==> src/rtl/mandel_sched.sv <==
// Frame scheduler for a pool of shared Mandelbrot iteration cores: walks the
// framebuffer in raster order, hands pixels to free cores and serialises results.
module mandel_sched #(
    parameter int CORES     = 4,
    parameter int FP_WIDTH  = 25,
    parameter int ITERW     = 8,
    parameter int FB_WIDTH  = 320,
    parameter int FB_HEIGHT = 180,
    parameter int ADDRW     = $clog2(FB_WIDTH * FB_HEIGHT)
) (
    input  logic                      clk_sys,
    input  logic                      rst_sys,
    input  logic                      start,
    input  logic [FP_WIDTH-1:0]       x_start,
    input  logic [FP_WIDTH-1:0]       y_start,
    input  logic [FP_WIDTH-1:0]       step,
    output logic                      busy,
    output logic                      done,
    output logic [CORES-1:0]          core_start,
    output logic [CORES*FP_WIDTH-1:0] core_re,
    output logic [CORES*FP_WIDTH-1:0] core_im,
    input  logic [CORES-1:0]          core_done,
    input  logic [CORES*ITERW-1:0]    core_iter,
    output logic                      fb_we,
    output logic [ADDRW-1:0]          fb_addr,
    output logic [ITERW-1:0]          fb_data,
    input  logic                      fb_ready
);

    localparam int NPIX = FB_WIDTH * FB_HEIGHT;
    localparam int COLW = (FB_WIDTH > 1) ? $clog2(FB_WIDTH) : 1;
    localparam int IDXW = (CORES > 1) ? $clog2(CORES) : 1;
    localparam logic [ADDRW-1:0] LAST_ADDR = ADDRW'(NPIX - 1);
    localparam logic [COLW-1:0]  LAST_COL  = COLW'(FB_WIDTH - 1);

    typedef enum logic [2:0] {
        S_IDLE,
        S_INIT,
        S_DISPATCH,
        S_DRAIN,
        S_FINISH
    } state_t;

    state_t               state;
    logic [FP_WIDTH-1:0]  x_lat;
    logic [FP_WIDTH-1:0]  step_lat;
    logic [FP_WIDTH-1:0]  re;
    logic [FP_WIDTH-1:0]  im;
    logic [COLW-1:0]      col;
    logic [ADDRW-1:0]     pix_addr;
    logic [CORES-1:0]     occupied;
    logic [CORES-1:0]     pending;
    logic [IDXW-1:0]      wr_sel;

    logic [ADDRW-1:0]     tag    [CORES];
    logic [ITERW-1:0]     result [CORES];

    logic                 xfer;
    logic                 issue;
    logic                 free_any;
    logic                 pend_any;
    logic [IDXW-1:0]      free_sel;
    logic [IDXW-1:0]      pend_sel;
    logic [CORES-1:0]     free_vec;
    logic [CORES-1:0]     done_acc;
    logic [CORES-1:0]     pend_n;
    logic [CORES-1:0]     issue_vec;
    logic [ITERW-1:0]     pend_data;

    // NOTE: every variable gets a default at the top so no path leaves one unassigned (no latch).
    always_comb begin
        xfer     = fb_we && fb_ready;
        done_acc = core_done & occupied;
        free_vec = ~(occupied | pending);
        pend_n   = pending | done_acc;
        if (xfer) begin
            pend_n[wr_sel] = 1'b0;
        end
        free_any = 1'b0;
        free_sel = '0;
        pend_any = 1'b0;
        pend_sel = '0;
        // Scan downward so the lowest index is the one left standing.
        for (int i = CORES - 1; i >= 0; i--) begin
            if (free_vec[i]) begin
                free_any = 1'b1;
                free_sel = IDXW'(i);
            end
            if (pend_n[i]) begin
                pend_any = 1'b1;
                pend_sel = IDXW'(i);
            end
        end
        // A result arriving this cycle is not in result[] yet; bypass it.
        pend_data = done_acc[pend_sel] ? core_iter[pend_sel*ITERW +: ITERW] : result[pend_sel];
        issue     = (state == S_DISPATCH) && free_any;
        issue_vec = issue ? (CORES'(1) << free_sel) : '0;
    end

    // NOTE: tag/result storage carries no reset; occupied/pending say which entries are meaningful.
    always_ff @(posedge clk_sys) begin
        for (int i = 0; i < CORES; i++) begin
            if (done_acc[i]) begin
                result[i] <= core_iter[i*ITERW +: ITERW];
            end
        end
        if (issue) begin
            tag[free_sel] <= pix_addr;
        end
    end

    // NOTE: non-blocking assignments throughout so every register sees pre-edge values.
    always_ff @(posedge clk_sys) begin
        if (rst_sys) begin
            state      <= S_IDLE;
            busy       <= 1'b0;
            done       <= 1'b0;
            core_start <= '0;
            core_re    <= '0;
            core_im    <= '0;
            fb_we      <= 1'b0;
            fb_addr    <= '0;
            fb_data    <= '0;
            occupied   <= '0;
            pending    <= '0;
            wr_sel     <= '0;
            x_lat      <= '0;
            step_lat   <= '0;
            re         <= '0;
            im         <= '0;
            col        <= '0;
            pix_addr   <= '0;
        end else begin
            core_start <= '0;
            done       <= 1'b0;
            occupied   <= (occupied & ~done_acc) | issue_vec;
            pending    <= pend_n;

            // A presented write stays frozen until the framebuffer takes it.
            if (!fb_we || xfer) begin
                fb_we <= pend_any;
                if (pend_any) begin
                    wr_sel  <= pend_sel;
                    fb_addr <= tag[pend_sel];
                    fb_data <= pend_data;
                end
            end

            case (state)
                S_IDLE: begin
                    if (start) begin
                        state <= S_INIT;
                        busy  <= 1'b1;
                    end
                end
                S_INIT: begin
                    x_lat    <= x_start;
                    step_lat <= step;
                    re       <= x_start;
                    im       <= y_start;
                    col      <= '0;
                    pix_addr <= '0;
                    state    <= S_DISPATCH;
                end
                S_DISPATCH: begin
                    if (free_any) begin
                        core_start[free_sel]                   <= 1'b1;
                        core_re[free_sel*FP_WIDTH +: FP_WIDTH] <= re;
                        core_im[free_sel*FP_WIDTH +: FP_WIDTH] <= im;
                        if (col != LAST_COL) begin
                            col <= col + 1'b1;
                            re  <= re + step_lat;
                        end else begin
                            col <= '0;
                            re  <= x_lat;
                            im  <= im + step_lat;
                        end
                        pix_addr <= pix_addr + 1'b1;
                        if (pix_addr == LAST_ADDR) begin
                            state <= S_DRAIN;
                        end
                    end
                end
                S_DRAIN: begin
                    if (occupied == '0 && pending == '0) begin
                        state <= S_FINISH;
                        done  <= 1'b1;
                    end
                end
                S_FINISH: begin
                    state <= S_IDLE;
                    busy  <= 1'b0;
                end
                default: begin
                    state <= S_IDLE;
                    busy  <= 1'b0;
                end
            endcase
        end
    end

endmodule

==> config.mk <==
export PLATFORM = sky130hd
export DESIGN_NAME = mandel_sched
export DESIGN_NICKNAME = d
export VERILOG_FILES = /design/src/rtl/mandel_sched.sv
export SDC_FILE = /design/constraint.sdc
export NUM_CORES = 1
export LEC_CHECK = 0
export BUFFER_PORTS_ARGS = -buffer_cell sky130_fd_sc_hd__buf_2
export CORE_MARGIN = 3
export CORE_UTILIZATION = 35
export DETAILED_ROUTE_END_ITERATION = 6
export GPL_TIMING_DRIVEN = 0
export PLACE_DENSITY = 0.65
export SLEW_MARGIN = 20
export SYNTH_ARGS = -nofsm -noshare
export SYNTH_HDL_FRONTEND = slang
export SYNTH_SLANG_ARGS = --single-unit
==> constraint.sdc <==
create_clock -name clk_sys -period 2.8 [get_ports clk_sys]
set_clock_uncertainty 0.2 [all_clocks]
set_input_delay 0.42 -clock clk_sys [delete_from_list [all_inputs] [get_ports clk_sys]]
set_output_delay 0.42 -clock clk_sys [all_outputs]
set_load 0.02 [all_outputs]
Word-level counts from Yosys, hierarchy flattened
Memories as Yosys holds them, arrays and structs flattened. A register that Yosys moved wholly into a read port is not among the register bits.
Index checks and enable logic that the tools add are counted.
- input bits: 115
- RAM bits: 96
- output and inout bits: 231
- bits in registers: 353
- memories: 2
- word-level logic and storage cells: 134
- memory list (name ; depth ; bits a word ; read ports ; clocked after Yosys merged registers in ; wr ports ; RTL line ; text):
    tag ; 4 ; 16 ; 1 ; 1 ; 1 ; 55 ; logic [ADDRW-1:0] tag [CORES];
    result ; 4 ; 8 ; 1 ; 0 ; 4 ; 56 ; logic [ITERW-1:0] result [CORES];
- magnitude comparators: 5
- multiplexer cells: 56
- shift-type cells: 5
- equality and inequality tests: 10
- reductions and logical operators: 20
- multiply operators: 1
- bitwise gates (word level): 13
- $add $sub $neg: 5
- operators with widths (cell ; number):
    $bwmux W100 ; 2
    $shiftx A25 B34 Y100 ; 2
    $mux W25 ; 4
    $pmux W25 S2 ; 2
    $shift A25 B34 Y100 const A ; 1
    $add A25 B25 Y25 ; 2
    $neg A7 Y34 ; 1
    $pmux W16 S2 ; 1
    $shiftx A32 B6 Y8 ; 1
    $mux W1 ; 23
    $mux W9 ; 2
    $pmux W9 S2 ; 1
    $add A16 B1 Y16 const B ; 1
    $eq A16 B16 Y1 const B ; 1
    $mux W16 ; 1
    $mux W2 ; 8
    $and A4 B4 Y4 ; 3
    $mux W3 ; 4
    $not A4 Y4 ; 3
    $or A4 B4 Y4 ; 3
    $pmux W3 S4 ; 1
    $add A9 B1 Y9 const B ; 1
    $lt A2 B3 Y1 const B ; 3
    $ne A9 B9 Y1 const B ; 1
    other kinds (24) ; 43

Depth between registers and ports, before layout
Gate-level depths: netlist (run 1).
- depth after elaboration: 14
- gate-level depth with buffers: 11
- mapped depth without buffers: 10

Worst setup path before layout (run 1)
No wires, ideal clock.
- path kind: reg2reg
- start: reg re[0]
- end: reg re[22]
- required time: 2470 ps
- arrival time: 2688 ps
- path buffers: 0
- period minus slack after synthesis: 3018 ps
- stages on the path, launching flop included: 11
- library setup time: 130 ps
- slack: -218 ps
- cell sequence: dfxtp_1 -> ha_1 -> fa_1 -> a21o_1 -> a2111o_1 -> a211oi_2 -> a21boi_1 -> o31a_1 -> a31oi_1 -> xor2_1 -> o22ai_1
- cells in the longest elaborated chain, start to end: 4
- RTL lines (item ; RTL line ; text):
    start: declaration ; 47 ; logic [FP_WIDTH-1:0] re;
    start signal: assignment ; 159 ; re <= x_start;
    start signal: assignment ; 172 ; re <= re + step_lat;
    start signal: assignment ; 175 ; re <= x_lat;
    $add A25 B25 Y25 ; 172 ;
    $mux W25 ; 170 ; if (col != LAST_COL) begin
    $mux W25 ; 166 ; if (free_any) begin
    $pmux W25 S2 ; 149 ; case (state)
No other way between the ends. The select of a mux whose other input is x is not followed.
A chain may end at the register's enable or synchronous reset.

Final worst setup path (run 1)
- start: reg step_lat[0]
- end: reg re[22]
- cells in the longest elaborated chain, start to end: 4
- RTL lines (item ; RTL line ; text):
    start: declaration ; 46 ; logic [FP_WIDTH-1:0] step_lat;
    start signal: assignment ; 158 ; step_lat <= step;
    $add A25 B25 Y25 ; 172 ;
    $mux W25 ; 170 ;
    $mux W25 ; 166 ;
    $pmux W25 S2 ; 149 ;
No other way between the ends. The select of a mux whose other input is x is not followed.

==> metrics.md, run 1 <==
| Metric | Value |
|---|---|
| Status | `complete, but fails checks` |
| Failing checks | `setup timing` |
| Area of the multi-input gates | `9650 µm²` |
| Clk Latency, worst-skew pair | `0.59 ns` |
| CORE AREA | `55700 µm²` |
| GRT overflow | `0` |
| CP max stage cell | `a2111o_1` |
| Pwr per Cell Area | `586 nW/µm²` |
| Root Driver | `clkbuf_16` |
| Crit. End Element | `flip-flop` |
| Number of global-route vias before repair | `18800` |
| Commonest non-fill, non-tap cells in the layout | `nand2_1, buf_2, dfxtp_1` |
| Critical Path Source Type | `flip-flop` |
| Routed WL | `78.3 mm` |
| R2R setup slack | `-0.33 ns` |
| Worst Setup EP | `re[22]` |
| Post-synthesis mux area share | `0.0437` |
| #FFs+latches synth | `465` |
| Reg2reg start | `step_lat[0]` |
| Vias | `19400` |
| Max Cap Viol | `0` |
| HP Class | `input port to flip-flop` |
| Final Hold Fails | `0` |
| H-tree depth | `2` |
| CTS tree | `yes` |
| Crit path time final | `3.13 ns` |
| Post-Synth Simple-Gate Area | `0.184` |
| Placed cells | `3374` |
| DP Worst Slack | `-0.897 ns` |
| EDFF count, synth | `96` |
| Synth Area in XOR/XNOR | `0.0241` |
| Largest net degree at the start of global routing | `26` |
| Die area | `60000 µm²` |
| Remaining routing DRC violations | `0` |
| Synth cell types | `77` |
| CP arrival | `3.38 ns` |
| Via density | `5.39` |
| Row count | `86` |
| Sequential area share after synthesis | `0.514` |
| Worst IR Drop VDD | `0.000465 V` |
| RSZ-0062 raised after global routing | `yes` |
| Longest Clk Path Bufs | `3` |
| Period utilisation layout | `1.12` |
| Register Area | `10400 µm²` |
| Leakage power | `10.3 nW` |
| Initial DRC count | `1499` |
| CTS buffer count | `49` |
| R2R depth | `10` |
| Area Growth Syn to Fin | `32.3%` |
| Syn_area_per_cell | `8.77 µm²` |
| Pins Over Slew Limit | `0` |
| Initial Util | `0.358` |
| Post-DR wirelength/cell | `21.7 µm` |
| Total track usage | `0.250` |
| Die Y | `245 µm` |
| Synth Instances | `2278` |
| WP buf/inv | `0` |
| Critical path class | `flip-flop to flip-flop` |
| Top Family by Delay on Critical Path | `compound AO/OA/AOI/OAI gates` |
| Crit-path cells | `ha_4 > fa_2 > a21o_1 > a2111o_1 > a211oi_4 > a21boi_2 > o31a_1 > a31oi_1 > xor2_1 > o22ai_1` |
| Main synth FF type | `dfxtp_1` |
| Worst path required time | `3.04 ns` |
| NumNets Final | `2976` |
| Slowest Stage Delay on Critical Path | `0.44 ns` |
| Largest family of logic cells by synthesized area | `simple AND/OR/NAND/NOR gates` |
| Relative slew slack | `0.245` |
| CTS Sinks | `465` |
| Global-route wire length before repair | `115 mm` |
| Final worst slack | `-0.334 ns` |
| Syn Nets | `2445` |
| Layout cell share with drive strength beyond 1 | `0.224` |
| DIE WIDTH | `245 µm` |
| Crit path max fanout | `3` |
| Number of port buffers | `345` |
| Hpwl dp | `56.8 mm` |
| Pwr Total | `0.0155 W` |
| CP startpoint | `step_lat[0]` |
| Synthesis Warnings | `0` |
| GP Congestion | `0.923` |
| Fin cells | `3606` |
| R2R Path End | `re[22]` |
| Io pins | `346` |
| WP depth | `10` |
| Synth Area in Adders | `0.0333` |
| Initial antenna violation count | `11` |
| Fill count | `5412` |
| FMAX | `0.319 GHz` |
| Post-DRT Antenna Nets | `0` |
| TritonRoute pass-1 iters | `6` |
| Post-Syn Area | `20000 µm²` |
| Commonest non-fill, non-tap cell in the layout | `nand2_1` |
| Setup violators final | `12` |
| Measured slew at the worst slew-check pin | `1.13 ns` |
| Asr flop ratio synth | `0` |
| Clk slew on worst S/H paths | `0.06 ns` |
| Compound-cell area share of the yosys netlist | `0.167` |
==> metal layers <==
metal / vias to the layer above / share of wire / track usage
met3: 177 / 0.088 / 0.0583
met4: 6 / 0.038 / 0.0907
li1: 9020 / - / -
met2: 870 / 0.46 / 0.411
met1: 9354 / 0.42 / 0.323
met5: - / 0.00050 / 0
==> cell families (layout without fill, tap and decap cells) <==
| family | Yosys count | after routing |
|---|---|---|
| compound gates | 559 | 559 |
| xor+xnor | 55 | 55 |
| fa+ha+maj | 52 | 52 |
| buf+inv | 167 | 736 |
| flops | 465 | 465 |
| mux | 87 | 87 |
| other cells | 0 | 11 |
| simple gates | 893 | 893 |
==> cell usage after synthesis, types with 5 or more instances <==
master    count  area, µm²
nand3_1      49        245
edfxtp_1     96       2880
clkbuf_1    128        480
buf_2        10       50.1
dfxtp_1     369       7390
o211ai_1     16        120
buf_1         5       18.8
o221ai_1     10       87.6
inv_1        12       45.0
xor2_1       32        280
ha_1         50        626
a221oi_1     20        175
a31oi_1      30        188
nand2b_1      8       50.1
a21oi_1     330       1650
o21ai_0      46        230
buf_4         6       45.0
nand4_1      17        106
xnor2_1      23        201
nor3_1       15       75.1
a211oi_1     23        173
mux2i_1      86        861
o22ai_1       8       50.1
and3_1        6       37.5
and2_1       14       87.6
nor3b_1       6       45.0
nor2b_1       5       31.3
nand2_1     623       2340
a21o_1       27        203
nor2_1      122        458
nor4_1        8       50.1
==> report_power, final <==
part / switching [W] / internal [W] / leakage [nW] / total [W]
clock network: 0.00281 / 0.00368 / 0.778 / 0.00649
logic: 0.00109 / 0.000643 / 5.56 / 0.00173
registers: 0.000267 / 0.00699 / 3.98 / 0.00726
==> how the worst min path moves through the flow <==
stage / start / end / slack, ns / depth (start not counted)
2_1_floorplan: x_lat[12] / x_lat[12] / 0.23 / 2
3_5_place_dp: core_re[0] / core_re[0] / 0.25 / 2
3_3_place_gp: core_re[41] / core_re[41] / 0.24 / 2
4_1_cts: y_start[16] / im[16] / 0.007 / 5
6_report: y_start[16] / im[16] / 0.04 / 5
5_1_grt: y_start[20] / im[20] / 0.08 / 3
==> what timing repair did <==
item                       in CTS  in global routing
setup endpoints to repair     353                156
hold endpoints to repair      116                  0
hold buffers                  107                  0
pin swaps                      35                 43
setup buffers                  15                 18
resized for setup             134                 80
==> tightest hold or removal path: stages <==
cell     delay, ns
buf_2         0.08
nor2_1        0.04
a21oi_1       0.11
nor3_1        0.06
nor2_1        0.09
==> per-stage QoR <==
stage	TNS [ns]	utilization	hold slack (ns)	instance area (µm²)
floorplan	-0.120	-	0.233	20000
global route	-3.30	0.474	0.0768	26400
detailed placement	-166.66	0.408	0.246	22700
global placement	-238.05	0.406	0.240	22700
finish	-1.92	0.474	0.0427	26400
CTS	-2.38	0.466	0.00723	26000
==> registers in the layout, summed over array words and instances, names as in the netlist, 2 cells and up <==
signal,count
tag,64
wr_sel,2
pix_addr,16
step_lat,25
col,9
x_lat,25
occupied,4
pending,4
result,32
re,25
fb_data,8
core_start,4
core_re,100
fb_addr,16
state,3
core_im,100
im,25
==> final cells by class <==
| cell class | instances | share of cell area |
|---|---|---|
| tap | 748 | 0.0354 |
| clock inverter | 15 | 0.00535 |
| timing repair buffer | 487 | 0.119 |
| clock buffer | 74 | 0.0549 |
| sequential | 465 | 0.392 |
| inverter | 17 | 0.00270 |
| antenna | 11 | 0.00104 |
| multi-input combinational | 1646 | 0.365 |
| buffer | 143 | 0.0243 |
(Power assumes the default switching activity.)
==> run 2, diff against run 1 <==
--- a/config.mk
+++ b/config.mk
@@ -6,11 +6,12 @@
 export NUM_CORES = 1
 export LEC_CHECK = 0
 export BUFFER_PORTS_ARGS = -buffer_cell sky130_fd_sc_hd__buf_2
+export CAP_MARGIN = 0
 export CORE_MARGIN = 3
 export CORE_UTILIZATION = 35
 export DETAILED_ROUTE_END_ITERATION = 6
 export GPL_TIMING_DRIVEN = 0
-export PLACE_DENSITY = 0.65
+export PLACE_DENSITY = 0.63
 export SLEW_MARGIN = 20
 export SYNTH_ARGS = -nofsm -noshare
 export SYNTH_HDL_FRONTEND = slang
==> constraint.sdc (replaced) <==
create_clock -name clk_sys -period 4 [get_ports clk_sys]
set_clock_uncertainty 0.2 [all_clocks]
set_input_delay 0.6 -clock clk_sys [delete_from_list [all_inputs] [get_ports clk_sys]]
set_output_delay 0.6 -clock clk_sys [all_outputs]
set_load 0.02 [all_outputs]
==> run 2 against run 1 <==
Against the previous run:
- the run now ends clean
- critical endpoint is now tag[3][7]
- power down 27%
- fmax is 18% lower
- combinational power fell by 40%
- global-route usage down 0.41 points
- count of clock-buffer cells in the layout down 8
==> metrics.md, run 2 (synthesis results as in run 1) <==
| Metric | Value |
|---|---|
| Status | `completed` |
| Die Y | `245 µm (unchanged)` |
| Initial DRC count | `1467 (-2.1%)` |
| Fin cells | `3533 (-2.0%)` |
| Measured slew at the worst slew-check pin | `1.07 ns (-0.0606 ns)` |
| Worst IR Drop VDD | `0.000344 V (-26%)` |
| Largest regs | `core_im (100), core_re (100), tag (64)` |
| Largest net degree at the start of global routing | `26 (unchanged)` |
| NumNets Final | `2882 (-3.2%)` |
| WP buf/inv | `4 (+4)` |
| Final Hold Fails | `0 (unchanged)` |
| CTS tree | `yes` |
| CP arrival | `3.87 ns (+0.49 ns)` |
| Clk Latency, worst-skew pair | `0.62 ns (+0.03 ns)` |
| Root Driver | `clkbuf_16` |
| Crit path max fanout | `25 (+22)` |
| Top Family by Delay on Critical Path | `buffers and inverters` |
| Setup violators final | `0 (-12)` |
| R2R depth | `6 (-4)` |
| Pwr per Cell Area | `454 nW/µm² (-23%)` |
| GRT overflow | `0 (unchanged)` |
| Critical Path Source Type | `flip-flop` |
| Die area | `60000 µm² (unchanged)` |
| Row count | `86 (unchanged)` |
| Area Growth Syn to Fin | `25.4%` |
| Global-route wire length before repair | `113 mm (-2.4%)` |
| Crit-path cells | `buf_2 > nor3b_2 > clkbuf_1 > nand3_1 > clkinv_1 > clkbuf_2` |
| Commonest non-fill, non-tap cell in the layout | `nand2_1` |
| HP Class | `input port to flip-flop` |
| DIE WIDTH | `245 µm (unchanged)` |
| Relative slew slack | `0.285 (+0.0404)` |
| Leakage power | `9.85 nW (-4.6%)` |
| CORE AREA | `55700 µm² (unchanged)` |
| Io pins | `346 (unchanged)` |
| Clk slew on worst S/H paths | `0.06 ns (about the same)` |
| Pins Over Slew Limit | `0 (unchanged)` |
| Post-DR wirelength/cell | `21.7 µm (about the same)` |
| Routed WL | `76.6 mm (-2.1%)` |
| CP max stage cell | `nand3_1` |
| Commonest non-fill, non-tap cells in the layout | `nand2_1, dfxtp_1, buf_2` |
| TritonRoute pass-1 iters | `6 (unchanged)` |
| Hold EP | `step_lat[3]` |
| H-tree depth | `2 (unchanged)` |
| Worst path required time | `4.04 ns (+1.00 ns)` |
| Vias | `18800 (-3.0%)` |
| Initial antenna violation count | `34 (+23)` |
| RSZ-0062 raised after global routing | `no` |
| Slowest Stage Delay on Critical Path | `0.78 ns (+0.34 ns)` |
| Hold path startpoint | `step[3]` |
| Crit. End Element | `flip-flop` |
| Total track usage | `0.246 (-0.00408)` |
| Number of port buffers | `345 (unchanged)` |
| Remaining routing DRC violations | `0 (unchanged)` |
| CTS Sinks | `465 (unchanged)` |
| R2R Path End | `tag[3][7]` |
| Fill count | `5458 (+0.85%)` |
| FMAX | `0.261 GHz (-18%)` |
| Via density | `5.33 (-0.98%)` |
| Crit path time final | `3.83 ns (+0.697 ns)` |
| Layout cell share with drive strength beyond 1 | `0.174 (-0.0498)` |
| Post-DRT Antenna Nets | `0 (unchanged)` |
| Critical path class | `flip-flop to flip-flop` |
| Number of global-route vias before repair | `18300 (-3.0%)` |
| Post-Route Setup TNS | `0 ns (+1.92 ns)` |
| GP Congestion | `0.957 (+3.7%)` |
| CTS buffer count | `52 (+6.1%)` |
| Placed cells | `3374 (unchanged)` |
| Initial Util | `0.358 (unchanged)` |
| Max Cap Viol | `0 (unchanged)` |
| Longest Clk Path Bufs | `3 (unchanged)` |
| Reg2reg start | `state[2]` |
| Period utilisation layout | `0.958 (-0.161)` |
| Hold Path Cell Cnt | `3 (-2)` |
| R2R setup slack | `0.17 ns (+0.50 ns)` |
| Hpwl dp | `56.5 mm (-0.46%)` |
[run 2: cell type report]
class,count,area [µm²],share of cell area
Timing Repair Buffer,383,2160,0.0862
Clock buffer,66,1440,0.0577
Clock inverter,32,459,0.0183
Antenna cell,26,65.1,0.00260
Inverter,17,63.8,0.00255
Buffer,150,611,0.0244
Tap cell,748,936,0.0374
Multi-Input combinational cell,1646,9030,0.361
Sequential cell,465,10300,0.410
[run 2: worst reg2reg max path: cells and delay by family, from the launching register on]
family,cells,cell delay (ns)
flops,1,0.30
buf+inv,4,1.74
simple gates,2,1.19
[run 2: routing by layer]
layer | track usage | up-vias | part of all wire
li1 | - | 8844 | -
met1 | 0.312 | 8963 | 0.40
met2 | 0.399 | 839 | 0.45
met3 | 0.0676 | 179 | 0.11
met4 | 0.0966 | 22 | 0.036
met5 | 0 | - | 0.0019
[run 2: worst max path at each step]
stage | from | endpoint | slack [ns] | depth (start not counted)
after floorplan | re[0] | re[22] | 0.98 | 10
after global placement | state[2] | core_im[64] | -0.50 | 8
after detailed placement | state[2] | tag[3][12] | 0.31 | 6
after CTS | state[2] | tag[3][7] | 0.28 | 6
after global routing | state[2] | core_re[95] | 0.04 | 8
final | state[2] | tag[3][7] | 0.17 | 6
[run 2: metrics by stage]
stage	setup slack, ns	area, µm²	hold slack [ns]	total power, W	utilization
finish	0.169	25000	0.0215	0.0114	0.449
global route	0.0427	25000	0.0196	0.0117	0.449
CTS	0.275	25000	0.000339	0.0114	0.448
detailed placement	0.311	22700	0.245	0.00617	0.408
global placement	-0.505	22600	0.239	0.00615	0.406
floorplan	0.982	20000	0.233	0.00570	-
[run 2: power breakdown]
part | internal, W | total [W] | switching [W]
Clock | 0.00311 | 0.00524 | 0.00212
Combinational | 0.000345 | 0.00104 | 0.000693
Sequential | 0.00489 | 0.00508 | 0.000191
Total | 0.00835 | 0.0114 | 0.00301
[run 2: timing repair]
| action | 4_1_cts | 5_1_grt |
|---|---|---|
| buffers inserted | 0 | 0 |
| gates resized for setup | 0 | 0 |
| endpoints found under the hold margin | 35 | 0 |
| hold buffers | 35 | 0 |
